File: config.mk
export PLATFORM = sky130hd
export DESIGN_NAME = intersection_phase_arbiter
export DESIGN_NICKNAME = d
export VERILOG_FILES = /design/src/rtl/intersection_phase_arbiter_pkg.sv /design/src/rtl/intersection_phase_arbiter_rr_pick4.sv /design/src/rtl/intersection_phase_arbiter.sv
export SDC_FILE = /design/constraint.sdc
export NUM_CORES = 1
export LEC_CHECK = 0
export ABC_AREA = 1
export CAP_MARGIN = 20
export CORE_UTILIZATION = 55
export CTS_BUF_LIST = sky130_fd_sc_hd__clkbuf_2 sky130_fd_sc_hd__clkbuf_4 sky130_fd_sc_hd__clkbuf_8
export DETAILED_ROUTE_END_ITERATION = 6
export GPL_TIMING_DRIVEN = 0
export PLACE_DENSITY = 0.84
export SETUP_SLACK_MARGIN = 0.2
export SLEW_MARGIN = 20
export SYNTH_ARGS = -nofsm -noshare
export SYNTH_HDL_FRONTEND = slang
export SYNTH_SLANG_ARGS = --single-unit
File: constraint.sdc
create_clock -name clk -period 4.5 [get_ports clk]
set_input_delay 0.9 -clock clk [delete_from_list [all_inputs] [get_ports clk]]
set_output_delay 0.9 -clock clk [all_outputs]
set_load 0.02 [all_outputs]
File: src/rtl/intersection_phase_arbiter_pkg.sv
// Shared types and constants for the four-approach intersection phase arbiter.
package intersection_phase_arbiter_pkg;

  typedef enum logic [1:0] {
    IDLE   = 2'd0,
    GREEN  = 2'd1,
    YELLOW = 2'd2,
    ALLRED = 2'd3
  } phase_t;

  localparam logic [1:0] DIR_N = 2'd0;
  localparam logic [1:0] DIR_E = 2'd1;
  localparam logic [1:0] DIR_S = 2'd2;
  localparam logic [1:0] DIR_W = 2'd3;

  localparam int GREEN_MIN_DEF = 4;
  localparam int GREEN_MAX_DEF = 12;
  localparam int YELLOW_T_DEF  = 3;
  localparam int ALLRED_T_DEF  = 2;

endpackage

File: src/rtl/intersection_phase_arbiter_rr_pick4.sv
// Round-robin picker: first requesting index after 'last', wrapping back to 'last' itself.
module rr_pick4 (
  input  logic [3:0] req,
  input  logic [1:0] last,
  output logic [1:0] pick,
  output logic       any
);

  logic [1:0] cand;

  always_comb begin
    pick = last;
    cand = last;
    // Scan farthest offset first so the nearest requester overwrites it.
    for (int k = 4; k >= 1; k--) begin
      cand = last + 2'(k);
      if (req[cand]) pick = cand;
    end
    any = |req;
  end

endmodule

File: src/rtl/intersection_phase_arbiter.sv
// Four-approach signal controller: round-robin green phases with min/max green,
// fixed yellow and all-red clearance, and emergency preemption.
module intersection_phase_arbiter
  import intersection_phase_arbiter_pkg::*;
#(
  parameter int GREEN_MIN = GREEN_MIN_DEF,
  parameter int GREEN_MAX = GREEN_MAX_DEF,
  parameter int YELLOW_T  = YELLOW_T_DEF,
  parameter int ALLRED_T  = ALLRED_T_DEF
) (
  input  logic       clk,
  input  logic       reset,
  input  logic       N,
  input  logic       E,
  input  logic       S,
  input  logic       W,
  input  logic       emg_valid,
  input  logic [1:0] emg_dir,
  output logic       Rn, Yn, Gn,
  output logic       Re, Ye, Ge,
  output logic       Rs, Ys, Gs,
  output logic       Rw, Yw, Gw,
  output logic [1:0] grant_dir,
  output logic       grant_valid
);

  if (GREEN_MIN < 1)         begin : g_bad_min    $error("GREEN_MIN must be >= 1"); end
  if (GREEN_MAX < GREEN_MIN) begin : g_bad_max    $error("GREEN_MAX must be >= GREEN_MIN"); end
  if (YELLOW_T < 1)          begin : g_bad_yellow $error("YELLOW_T must be >= 1"); end
  if (ALLRED_T < 1)          begin : g_bad_allred $error("ALLRED_T must be >= 1"); end
  // The one saturating timer also measures yellow and all-red, so it must reach their last count.
  if (YELLOW_T > GREEN_MAX + 1 || ALLRED_T > GREEN_MAX + 1) begin : g_bad_timer
    $error("YELLOW_T and ALLRED_T must not exceed GREEN_MAX+1");
  end

  localparam int TW = $clog2(GREEN_MAX + 1);
  localparam logic [TW-1:0] MIN_LAST = TW'(GREEN_MIN - 1);
  localparam logic [TW-1:0] MAX_LAST = TW'(GREEN_MAX - 1);
  localparam logic [TW-1:0] T_SAT    = TW'(GREEN_MAX);
  localparam logic [TW-1:0] Y_LAST   = TW'(YELLOW_T - 1);
  localparam logic [TW-1:0] A_LAST   = TW'(ALLRED_T - 1);

  phase_t          state, state_n;
  logic [TW-1:0]   timer, timer_n;
  logic [1:0]      last_served, last_n, grant_n;
  logic [3:0]      req, sel_n;
  logic [3:0]      lamp_r, lamp_y, lamp_g;
  logic            own, others, gv_n;
  logic [1:0]      pick;
  logic            any;

  assign req = {W, S, E, N};

  rr_pick4 u_rr (
    .req  (req),
    .last (last_served),
    .pick (pick),
    .any  (any)
  );

  always_comb begin
    own     = req[grant_dir];
    others  = |(req & ~(4'b0001 << grant_dir));
    state_n = state;
    grant_n = grant_dir;
    last_n  = last_served;

    unique case (state)
      IDLE, ALLRED: begin
        if (state == IDLE || timer == A_LAST) begin
          if (emg_valid) begin
            state_n = GREEN;
            grant_n = emg_dir;
            last_n  = emg_dir;
          end else if (any) begin
            state_n = GREEN;
            grant_n = pick;
            last_n  = pick;
          end else begin
            state_n = IDLE;
          end
        end
      end
      GREEN: begin
        // Preemption overrides both the minimum and maximum green limits.
        if (emg_valid) begin
          if (emg_dir != grant_dir) state_n = YELLOW;
        end else if (timer >= MIN_LAST && !own) begin
          state_n = YELLOW;
        end else if (timer >= MAX_LAST && own && others) begin
          state_n = YELLOW;
        end
      end
      YELLOW: begin
        if (timer == Y_LAST) state_n = ALLRED;
      end
    endcase

    if (state_n != state)  timer_n = '0;
    else if (timer != T_SAT) timer_n = timer + 1'b1;
    else                   timer_n = timer;

    sel_n = 4'b0001 << grant_n;
    gv_n  = (state_n == GREEN) || (state_n == YELLOW);
  end

  // State register stage: lamps decoded from next state so outputs are registered.
  always_ff @(posedge clk) begin
    if (!reset) begin
      state       <= IDLE;
      timer       <= '0;
      last_served <= DIR_W;
      grant_dir   <= DIR_N;
      grant_valid <= 1'b0;
      lamp_r      <= 4'hF;
      lamp_y      <= 4'h0;
      lamp_g      <= 4'h0;
    end else begin
      state       <= state_n;
      timer       <= timer_n;
      last_served <= last_n;
      grant_dir   <= grant_n;
      grant_valid <= gv_n;
      lamp_g      <= (state_n == GREEN)  ? sel_n : 4'h0;
      lamp_y      <= (state_n == YELLOW) ? sel_n : 4'h0;
      lamp_r      <= gv_n ? ~sel_n : 4'hF;
    end
  end

  assign {Rw, Rs, Re, Rn} = lamp_r;
  assign {Yw, Ys, Ye, Yn} = lamp_y;
  assign {Gw, Gs, Ge, Gn} = lamp_g;

endmodule

==> impl_metrics.py <==
metrics = {
    "status": {
        "outcome": "finished, final reports clean",
    },
    "yosys": {
        "synthesis.area_um2": 1420,
        "syn-instance-count": 203,
        "ys_ff_latch": 23,
        "syn-num-nets": 221,
        "yosys_warnings": 0,
        "yosys.area.top_type_share_pct": 32.3,
        "syn-mean-instance-area_um2": 7.01,
        "synth_top_area_cell": "dfxtp_1",
        "ys_seq_area_share_pct": 32.3,
        "synth_area_leaders": "dfxtp_1, nand2_1, ha_1",
        "ys_types": 29,
    },
    "setup_path": {
        "startpoint_type": "input port",
        "critPathKind": "input port to flop",
        "critPathCaptureType": "flop",
        "arrival_ns": 3.03,
        "cpMostUsedCell": "nand2_1",
        "crit_fanout": 5,
        "slowest_stage": "clkdlybuf4s50_1",
        "crit_chain": "clkdlybuf4s50_1 > inv_1 > nand2_1 > nand2_1 > nand2_1 > nand2_2 > a21oi_2 > nand2_2 > nand2_1 > nand2_1 > a21oi_2 > inv_2 > ha_1 > nor2_1 > nand4_1",
        "cp.required_ns": 4.69,
        "cpPeakStageDelay_ns": 0.58,
    },
    "clock_network": {
        "numCtsBuffers": 3,
        "cts_buffer_depth": 2,
        "holdBufCountCts": 0,
        "cts_tree": "built",
        "cts_sinks": 23,
        "worstSkewPairLatency_ns": 0.31,
        "post-cts-setup-buffers": 0,
        "cts_root_buf": "clkbuf_4",
        "htree_levels": 1,
        "clk_pin_slew_ns": 0.12,
        "cts_resized": 0,
    },
    "sta": {
        "fin_skew_ns": 0.00307,
        "fin_crit_ns": 2.84,
        "rsz0062_at_grt": "no",
        "hold_viol": 0,
        "setup_viol": 0,
        "slew_viol_final": 0,
        "relSlewSlack_pct": 76.1,
        "setup_tns_ns": 0,
        "period_share_pct": 63.1,
        "tightestPinTransition_ns": 0.356,
        "fmax_ghz": 0.352,
    },
    "final_layout": {
        "regArea_um2": 460,
        "area_delta_synth_final_pct": 20.9,
        "postLayoutCoreUtil_pct": 70.1,
        "nFillCells": 193,
        "layout_commonest_cell": "nand2_1",
        "nets": 249,
        "multi_input_area_um2": 866,
        "fin_cells": 260,
        "final_cell_mix": "nand2_1, nor2_1, dfxtp_1, clkdlybuf4s50_1",
        "drive_above_1_share_pct": 16.1,
        "diodes": 0,
    },
    "power": {
        "power_uw": 1120,
        "power.leakage_uw": 0.000794,
        "powerDensity_nw_per_um2": 653,
        "max-vdd-ir-drop_mv": 0.520,
    },
    "detailed_routing": {
        "drc_errors": 0,
        "via_per_inst": 5.00,
        "vias": 1301,
        "wire_per_inst_um": 10.4,
        "dr.pass1.iters": 4,
        "ant_nets": 0,
        "drt-total-wl_mm": 2.69,
        "drt_iter0_drc": 32,
    },
    "placement": {
        "hpwl_mm": 2.11,
        "placed_cells": 256,
        "gp_congestion": 0.844,
        "io_buffer_count": 23,
    },
    "global_routing": {
        "grt_max_degree": 13,
        "grt_pass1_wl_mm": 4.51,
        "track_usage_pct": 21.5,
        "overflow": 0,
        "antenna_found_initial": 0,
        "grt_pass1_vias": 1108,
    },
    "floorplan": {
        "dieArea_um2": 2800,
        "core_area_um2": 2450,
        "die_h_um": 52.9,
        "rows": 18,
        "start_util_pct": 58.0,
        "ios": 24,
        "chipWidth_um": 52.9,
    },
    "worst_hold_path": {
        "worstHoldPathType": "flop to flop",
    },
    "flow_run": {
        "max_cap_viol_count": 0,
    },
}
[through the flow]
step	setup slack [ns]	area [um2]	hold WS, ns
2_1_floorplan	2.09	1420	0.517
3_3_place_gp	1.33	1690	0.579
3_5_place_dp	1.30	1690	0.578
4_1_cts	1.65	1720	0.597
5_1_grt	1.51	1720	0.683
6_report	1.66	1720	0.595
[cells by family (layout without fill, tap and decap cells)]
family | count (synthesis) | in the layout | share of synthesized area (%)
AND/OR/NAND/NOR | 121 | 121 | 39.2
buffers and inverters | 25 | 52 | 6.85
AO/OA/AOI/OAI | 23 | 23 | 12.5
flip-flops | 23 | 23 | 32.3
XOR/XNOR | 2 | 2 | 1.23
adder cells (fa/ha/maj) | 9 | 9 | 7.91
[routing by layer]
metal / part of all wire (%) / routed length, um / global-route usage [%] / up-vias
li1: - / - / - / 695
met1: 48 / 1300 / 28.6 / 567
met2: 44 / 1180 / 34.4 / 34
met3: 6.6 / 178 / 4.89 / 5
met4: 1.3 / 35 / 6.58 / 0
met5: 0 / 0 / 0 / -
[final timing paths]
| check | cells after the start | startpoint | slack [ns] | endpoint |
|---|---|---|---|---|
| worst max register to register | 10 | state[0] | 2.07 | lamp_r[1] |
| worst min register to register | 2 | last_served[1] | 0.60 | last_served[1] |
| worst max-delay path | 15 | W | 1.66 | lamp_r[1] |
| worst min-delay path | 2 | last_served[1] | 0.60 | last_served[1] |
[synth_stat cells (all sizes together)]
library cell  count
o21ai             9
inv              23
a21oi             8
o21a              1
a211o             1
clkinv            1
ha                9
a31oi             3
o211ai            1
or2               2
buf               1
dfxtp            23
nand3            15
nor4              1
xor2              2
nand4             2
nor2             31
nand2            70
[power breakdown]
group,total (uW),leakage (uW),internal (uW),switching [uW]
Sequential,299,0.000188,260,39.0
Clock,99.7,0.0000184,40.7,59.1
Combinational,726,0.000588,270,456
Total,1120,0.000794,570,554
[area by class of cell]
class | instances | share of cell area (%)
Buffer | 1 | 0.436
Clock buffer | 4 | 1.74
Inverter | 24 | 5.23
Multi-Input combinational cell | 155 | 50.3
Sequential cell | 23 | 26.7
Tap cell | 30 | 2.18
Timing Repair Buffer | 23 | 13.4
[registers in the layout (all words and copies together), names as in the netlist]
name / cells
grant_dir: 2
grant_valid: 1
lamp_g: 4
lamp_r: 4
lamp_y: 4
last_served: 2
state: 2
timer: 4
[worst max-delay path: cells and delay by family]
kind,cells,cell delay [ns]
fa+ha+maj,1,0.26
buf+inv,3,0.72
simple gates,9,0.83
compound gates,2,0.29
(Power assumes the default switching activity.)
